===== config.mk =====
export PLATFORM = sky130hd
export DESIGN_NAME = csr_timer_bank
export DESIGN_NICKNAME = d
export VERILOG_FILES = /design/src/rtl/cpuDefine.sv /design/src/rtl/csr_timer_chan.sv /design/src/rtl/csr_timer_bank.sv
export SDC_FILE = /design/constraint.sdc
export NUM_CORES = 1
export LEC_CHECK = 0
export ABC_AREA = 1
export BUFFER_PORTS_ARGS = -buffer_cell sky130_fd_sc_hd__buf_4
export CAP_MARGIN = 10
export CORE_MARGIN = 3
export CORE_UTILIZATION = 56
export DETAILED_ROUTE_END_ITERATION = 8
export GPL_ROUTABILITY_DRIVEN = 0
export GPL_TIMING_DRIVEN = 0
export PLACE_DENSITY = 0.74
export SLEW_MARGIN = 25
export SYNTH_ARGS = -nofsm -noshare
export SYNTH_HDL_FRONTEND = slang
export SYNTH_SLANG_ARGS = --single-unit

===== constraint.sdc =====
create_clock -name clk -period 2.05 [get_ports clk]
set_clock_uncertainty 0.05 [all_clocks]
set_input_delay 0.1025 -clock clk [delete_from_list [all_inputs] [get_ports clk]]
set_output_delay 0.1025 -clock clk [all_outputs]
set_load 0.01 [all_outputs]

===== src/rtl/cpuDefine.sv =====
// Shared CSR numbering, TCFG field positions and small CSR helpers for the timer bank.
package cpuDefine;

  localparam logic [13:0] TCFG_BASE  = 14'h41;
  localparam logic [13:0] TVAL_BASE  = 14'h42;
  localparam logic [13:0] TICLR_BASE = 14'h44;

  localparam int TCFG_EN          = 0;
  localparam int TCFG_PERIODIC    = 1;
  localparam int TCFG_INITVAL_LSB = 2;

  typedef enum logic [1:0] {
    CSR_NONE,
    CSR_TCFG,
    CSR_TVAL,
    CSR_TICLR
  } timer_csr_e;

  function automatic logic [13:0] chan_csr(input logic [13:0] base, input int chan,
                                           input logic [13:0] stride);
    return base + 14'(chan) * stride;
  endfunction

  function automatic timer_csr_e timer_csr_decode(input logic [13:0] num, input int chan,
                                                  input logic [13:0] stride);
    if (num == chan_csr(TCFG_BASE, chan, stride))  return CSR_TCFG;
    if (num == chan_csr(TVAL_BASE, chan, stride))  return CSR_TVAL;
    if (num == chan_csr(TICLR_BASE, chan, stride)) return CSR_TICLR;
    return CSR_NONE;
  endfunction

  // csrxchg semantics: only masked bits take the new data.
  function automatic logic [31:0] csr_merge(input logic [31:0] wdata, input logic [31:0] old,
                                            input logic me, input logic [31:0] wmask);
    logic [31:0] m;
    m = me ? wmask : 32'hFFFF_FFFF;
    return (wdata & m) | (old & ~m);
  endfunction

endpackage


===== src/rtl/csr_timer_chan.sv =====
// One timer channel: TCFG, down-counting TVAL and the pending interrupt flag.
module csr_timer_chan
  import cpuDefine::*;
#(
  parameter int          CHAN        = 0,
  parameter int          TIMER_WIDTH = 32,
  parameter logic [13:0] CSR_STRIDE  = 14'h8
) (
  input  logic                   clk,
  input  logic                   reset,
  input  logic                   csr_we,
  input  logic                   csr_me,
  input  logic [13:0]            csr_wnum,
  input  logic [31:0]            csr_wdata,
  input  logic [31:0]            csr_wmask,
  output logic [TIMER_WIDTH-1:0] tcfg,
  output logic [TIMER_WIDTH-1:0] tval,
  output logic                   pending
);

  timer_csr_e             wsel;
  logic [31:0]            tcfg_merged;
  logic                   unused_merged;
  logic [TIMER_WIDTH-1:0] tcfg_reg, tcfg_next;
  logic [TIMER_WIDTH-1:0] tval_reg, tval_next;
  logic [TIMER_WIDTH-1:0] reload_val;
  logic                   pending_reg, pending_next;
  logic                   counting, expire, ticlr_clr;

  assign wsel          = csr_we ? timer_csr_decode(csr_wnum, CHAN, CSR_STRIDE) : CSR_NONE;
  assign tcfg_merged   = csr_merge(csr_wdata, 32'(tcfg_reg), csr_me, csr_wmask);
  assign unused_merged = ^tcfg_merged;
  // TICLR always reads as zero, so only the new data bit can request a clear.
  assign ticlr_clr     = (wsel == CSR_TICLR) && csr_wdata[0] && (!csr_me || csr_wmask[0]);
  assign reload_val    = {tcfg_reg[TIMER_WIDTH-1:TCFG_INITVAL_LSB], 2'b00};
  assign counting      = tcfg_reg[TCFG_EN] && (tval_reg != '0);
  assign expire        = counting && (tval_reg == TIMER_WIDTH'(1));

  always_comb begin
    tcfg_next    = tcfg_reg;
    tval_next    = tval_reg;
    pending_next = pending_reg;
    // A config write reloads TVAL even if this cycle also expires.
    if (wsel == CSR_TCFG) begin
      tcfg_next = tcfg_merged[TIMER_WIDTH-1:0];
      tval_next = {tcfg_merged[TIMER_WIDTH-1:TCFG_INITVAL_LSB], 2'b00};
    end else if (counting) begin
      if (expire) tval_next = tcfg_reg[TCFG_PERIODIC] ? reload_val : '0;
      else        tval_next = tval_reg - TIMER_WIDTH'(1);
    end
    if (expire)         pending_next = 1'b1;
    else if (ticlr_clr) pending_next = 1'b0;
  end

  always_ff @(posedge clk) begin
    if (reset) begin
      tcfg_reg    <= '0;
      tval_reg    <= '0;
      pending_reg <= 1'b0;
    end else begin
      tcfg_reg    <= tcfg_next;
      tval_reg    <= tval_next;
      pending_reg <= pending_next;
    end
  end

  assign tcfg    = tcfg_reg;
  assign tval    = tval_reg;
  assign pending = pending_reg;

endmodule


===== src/rtl/csr_timer_bank.sv =====
// Bank of CSR-mapped countdown timers plus a free-running stable counter.
module csr_timer_bank
  import cpuDefine::*;
#(
  parameter int          NUM_TIMERS  = 2,
  parameter int          TIMER_WIDTH = 32,
  parameter int          CNT_WIDTH   = 64,
  parameter logic [13:0] CSR_STRIDE  = 14'h8
) (
  input  logic                  clk,
  input  logic                  reset,
  input  logic                  csr_we,
  input  logic                  csr_me,
  input  logic [13:0]           csr_wnum,
  input  logic [31:0]           csr_wdata,
  input  logic [31:0]           csr_wmask,
  input  logic [13:0]           csr_rnum,
  output logic [31:0]           csr_rdata,
  output logic [NUM_TIMERS-1:0] timer_irq,
  output logic                  irq_any,
  output logic [31:0]           counter_hi,
  output logic [31:0]           counter_lo
);

  logic [TIMER_WIDTH-1:0] chan_tcfg [NUM_TIMERS];
  logic [TIMER_WIDTH-1:0] chan_tval [NUM_TIMERS];
  logic [NUM_TIMERS-1:0]  pending;
  logic [CNT_WIDTH-1:0]   counter_reg;
  timer_csr_e             rsel;

  generate
    for (genvar gi = 0; gi < NUM_TIMERS; gi++) begin : g_chan
      csr_timer_chan #(
        .CHAN        (gi),
        .TIMER_WIDTH (TIMER_WIDTH),
        .CSR_STRIDE  (CSR_STRIDE)
      ) u_chan (
        .clk       (clk),
        .reset     (reset),
        .csr_we    (csr_we),
        .csr_me    (csr_me),
        .csr_wnum  (csr_wnum),
        .csr_wdata (csr_wdata),
        .csr_wmask (csr_wmask),
        .tcfg      (chan_tcfg[gi]),
        .tval      (chan_tval[gi]),
        .pending   (pending[gi])
      );
    end
  endgenerate

  always_ff @(posedge clk) begin
    if (reset) counter_reg <= '0;
    else       counter_reg <= counter_reg + CNT_WIDTH'(1);
  end

  // TICLR and unmapped numbers fall through to zero.
  always_comb begin
    csr_rdata = '0;
    rsel      = CSR_NONE;
    for (int i = 0; i < NUM_TIMERS; i++) begin
      rsel = timer_csr_decode(csr_rnum, i, CSR_STRIDE);
      if (rsel == CSR_TCFG) csr_rdata = 32'(chan_tcfg[i]);
      if (rsel == CSR_TVAL) csr_rdata = 32'(chan_tval[i]);
    end
  end

  assign timer_irq  = pending;
  assign irq_any    = |pending;
  assign counter_lo = counter_reg[31:0];
  assign counter_hi = 32'(counter_reg >> 32);

endmodule


==> flow_summary.toml <==
[run_status]
status = "complete, but fails checks"
violations = "setup timing"

[clock_network]
cts.path.max_buffers = 2
h-tree-depth = 4
root_buffer = "clkbuf_16"
insertion_delay_ns = 0.46
clkSlewWorstSetupHoldPaths_ns = 0.08
cts_buffers = 17
clkSinkCount = 194
cts_tree = "yes"

[hold_path]
hold_path.class = "input pin to register"
hold_path_end = "g_chan[1].u_chan.tval[5]$_SDFFE_PP0P_"
min_from = "csr_wdata[5]"
holdPathStages = 5

[sta]
worst_pin_slew_ns = 0.867
relSlewSlack_pct = 42.2
hold_ws_ns = 0.0253
rsz0062_at_grt = "true"
fin_ws_ns = -0.0162
max_freq_ghz = 0.484
slew_violations = 0
fin_crit_ns = 2.07
final-hold-violation-count = 0
finalSetupViolations = 1
post-route-period-util_pct = 101

[pwr]
combPwrFrac_pct = 6.2
power_density_nw_per_um2 = 456
switchingPower_mw = 2.03
max-vdd-ir-drop_v = 0.000451
switching_share_pct = 26.5
intPower_mw = 5.62
p_leak_nw = 8.09
total_power_mw = 7.65
clock_power_share_pct = 44.5
pwr-share-seq_pct = 49.3

[routing]
wl_met2_um = 23100
wl_per_cell_um = 19.1
via_count = 17500
antenna_left = 0
dr.pass1.iters = 7
via_per_inst = 5.90
wl_met1_um = 22700
finalWirelength_um = 56700
top_layer = "met4"
met3_length_um = 8080
drc = 0
detail_route.iter0.violations = 2619

[placement]
dpl-instance-area_um2 = 15700
dpl.hpwl_um = 44800
portBuffers = 193
dpl_worst_slack_ns = -0.169

[finish]
regArea_um2 = 3890
multi_input_area_um2 = 8740
nets = 2731
areaGrowthSynthToFinish_pct = 20.9
drive_gt1_share_pct = 17.6
fin_area_um2 = 16800
nFillCells = 2225

[critical_path]
r2r_start = "counter_reg[35]$_SDFF_PP0_"
worst-path-max-fanout = 5
crit_path_end_kind = "register"
cp.arrival_ns = 2.40
crit_type = "register to register"
r2r-end = "counter_reg[38]$_SDFF_PP0_"
reg2reg_slack_ns = -0.02
reg2regPathDepth = 7
cp.required_ns = 2.38
start_kind = "register"

[yosys]
ys_seq_elements = 194
yosys.area.top_type_share_pct = 28.0
synth_fp_nets = 2505
synth-edff-count = 0
synth_top_area_cell = "dfxtp_1"
synthArstFlopShare_pct = 0
synthTopCellsByArea = "dfxtp_1 28%, nand2_1 18%, nor2_1 11%, inv_1 7.5%, nand3_1 6.1%"
yosysWarnings = 0
synthesis.area_um2 = 13900
dominantRegCellSynth = "dfxtp_1"
ys_types = 39
syn_inst = 2402
syn_area_per_cell_um2 = 5.78
yosysSeqAreaShare_pct = 28.0

[floorplan]
die_area_um2 = 26700
die_y_um = 163
io_pins = 195
rows = 56
core_um2 = 23900
fp.dieW_um = 163
start_util_pct = 58.1

[global_routing]
grt_use_total_pct = 40.7
grt_pass1_vias = 15200
grt_max_degree = 20
grt_pass1_wl_um = 83900
overflow = 0
antenna_found_initial = 1

[flow_run]
drv_cap = 0
-- cell type report --
cell class / count / share of cell area (%)
Multi-Input combinational cell: 1829 / 52.1
Tap cell: 319 / 2.38
Sequential cell: 194 / 23.2
Buffer: 91 / 3.04
Antenna cell: 1 / 0.0149
Inverter: 286 / 6.40
Clock inverter: 14 / 0.820
Timing Repair Buffer: 209 / 9.41
Clock buffer: 18 / 2.62
-- timing repair --
item | in CTS | in global routing
gates resized for setup | 34 | 119
endpoints found under the hold margin | 4 | 0
pin swaps | 0 | 6
setup buffers | 0 | 12
hold buffers | 4 | 0
setup endpoints to repair | 58 | 114
-- logic make-up after synthesis --
logic type	Yosys count	share of synthesized area [%]
compound gates	309	12.0
xor+xnor	39	2.46
fa+ha+maj	7	0.631
buf+inv	379	11.2
flops	194	28.0
simple gates	1474	45.7
-- metrics by stage --
| step | std cells | TNS [ns] | util, % |
|---|---|---|---|
| after floorplan | 2402 | 0 | - |
| after global routing | 2961 | -1.18 | 70.2 |
| after global placement | 2914 | -1.74 | 65.8 |
| after detailed placement | 2914 | -4.40 | 65.8 |
| final | 2961 | -0.0162 | 70.2 |
| after CTS | 2949 | -0.349 | 68.6 |
-- power groups by stage --
| stage | Sequential, mW | Clock (mW) | Combinational [mW] |
|---|---|---|---|
| 3_5_place_dp | 3.86 | 0 | 0.443 |
| 4_1_cts | 3.77 | 3.39 | 0.449 |
| 2_1_floorplan | 3.87 | 0 | 0.191 |
| 6_report | 3.77 | 3.41 | 0.474 |
| 3_3_place_gp | 3.86 | 0 | 0.437 |
| 5_1_grt | 3.78 | 3.53 | 0.502 |
-- cell usage after synthesis (7+ instances only) --
| library cell | number |
|---|---|
| a21oi_1 | 105 |
| a21oi_2 | 7 |
| buf_2 | 28 |
| buf_4 | 9 |
| clkbuf_1 | 47 |
| dfxtp_1 | 194 |
| ha_1 | 7 |
| inv_1 | 278 |
| inv_2 | 7 |
| nand2_1 | 669 |
| nand3_1 | 168 |
| nand3_2 | 13 |
| nand4_1 | 50 |
| nor2_1 | 398 |
| nor2_2 | 16 |
| nor3_1 | 92 |
| o21ai_0 | 138 |
| o21bai_1 | 7 |
| o22ai_1 | 48 |
| or2_2 | 39 |
| xnor2_1 | 8 |
| xor2_1 | 31 |
-- how the worst max path moves through the flow --
stage,depth (start not counted),slack (ns),end,startpoint
6_report,7,-0.02,counter_reg[38]$_SDFF_PP0_,counter_reg[35]$_SDFF_PP0_
5_1_grt,10,-0.09,g_chan[1].u_chan.tval[7]$_SDFFE_PP0P_,g_chan[1].u_chan.tval[6]$_SDFFE_PP0P_
4_1_cts,10,-0.10,csr_rdata[16],csr_rnum[5]
3_5_place_dp,8,-0.17,counter_reg[32]$_SDFF_PP0_,counter_reg[0]$_SDFF_PP0_
3_3_place_gp,8,-0.15,counter_reg[32]$_SDFF_PP0_,counter_reg[0]$_SDFF_PP0_
2_1_floorplan,8,0.29,counter_reg[32]$_SDFF_PP0_,counter_reg[0]$_SDFF_PP0_
-- cell usage in the layout (no fill, tap or decap), types with 3 or more instances in the layout --
cell and n:
nand2_1 663, nor2_1 366, inv_1 277, buf_4 214
dfxtp_1 189, nand3_1 167, o21ai_0 109, a21oi_1 105
nor3_1 80, nand4_1 50, o22ai_1 48, or2_2 39
clkbuf_1 35, nor2_2 35, xor2_1 31, buf_2 24
nor2_4 19, o21ai_1 18, clkbuf_16 17, nand3_2 14
nor3_2 13, nand2_2 11, o21ai_2 11, clkbuf_4 8
inv_2 8, xnor2_1 8, buf_6 7, o21bai_1 7
a21oi_2 7, inv_8 7, clkbuf_2 5, ha_1 5
dfxtp_2 5, nand2_4 4, dlygate4sd3_1 4, nand3b_1 3
-- per-layer routing --
metal | GRT usage (%) | vias up
li1 | - | 8130
met2 | 59.5 | 1299
met5 | 0 | -
met1 | 58.1 | 7807
met3 | 9.79 | 223
met4 | 15.0 | 0
-- worst max-delay path, stage by stage, from the launching register on --
cell and delay (ns):
dfxtp_1 0.42, nand2_1 0.18, nor3_2 0.25, nand2_1 0.15, nor2_2 0.34, nand4_1 0.18, or2_2 0.32, a21oi_1 0.11
Power figures use the tool's default switching activity.
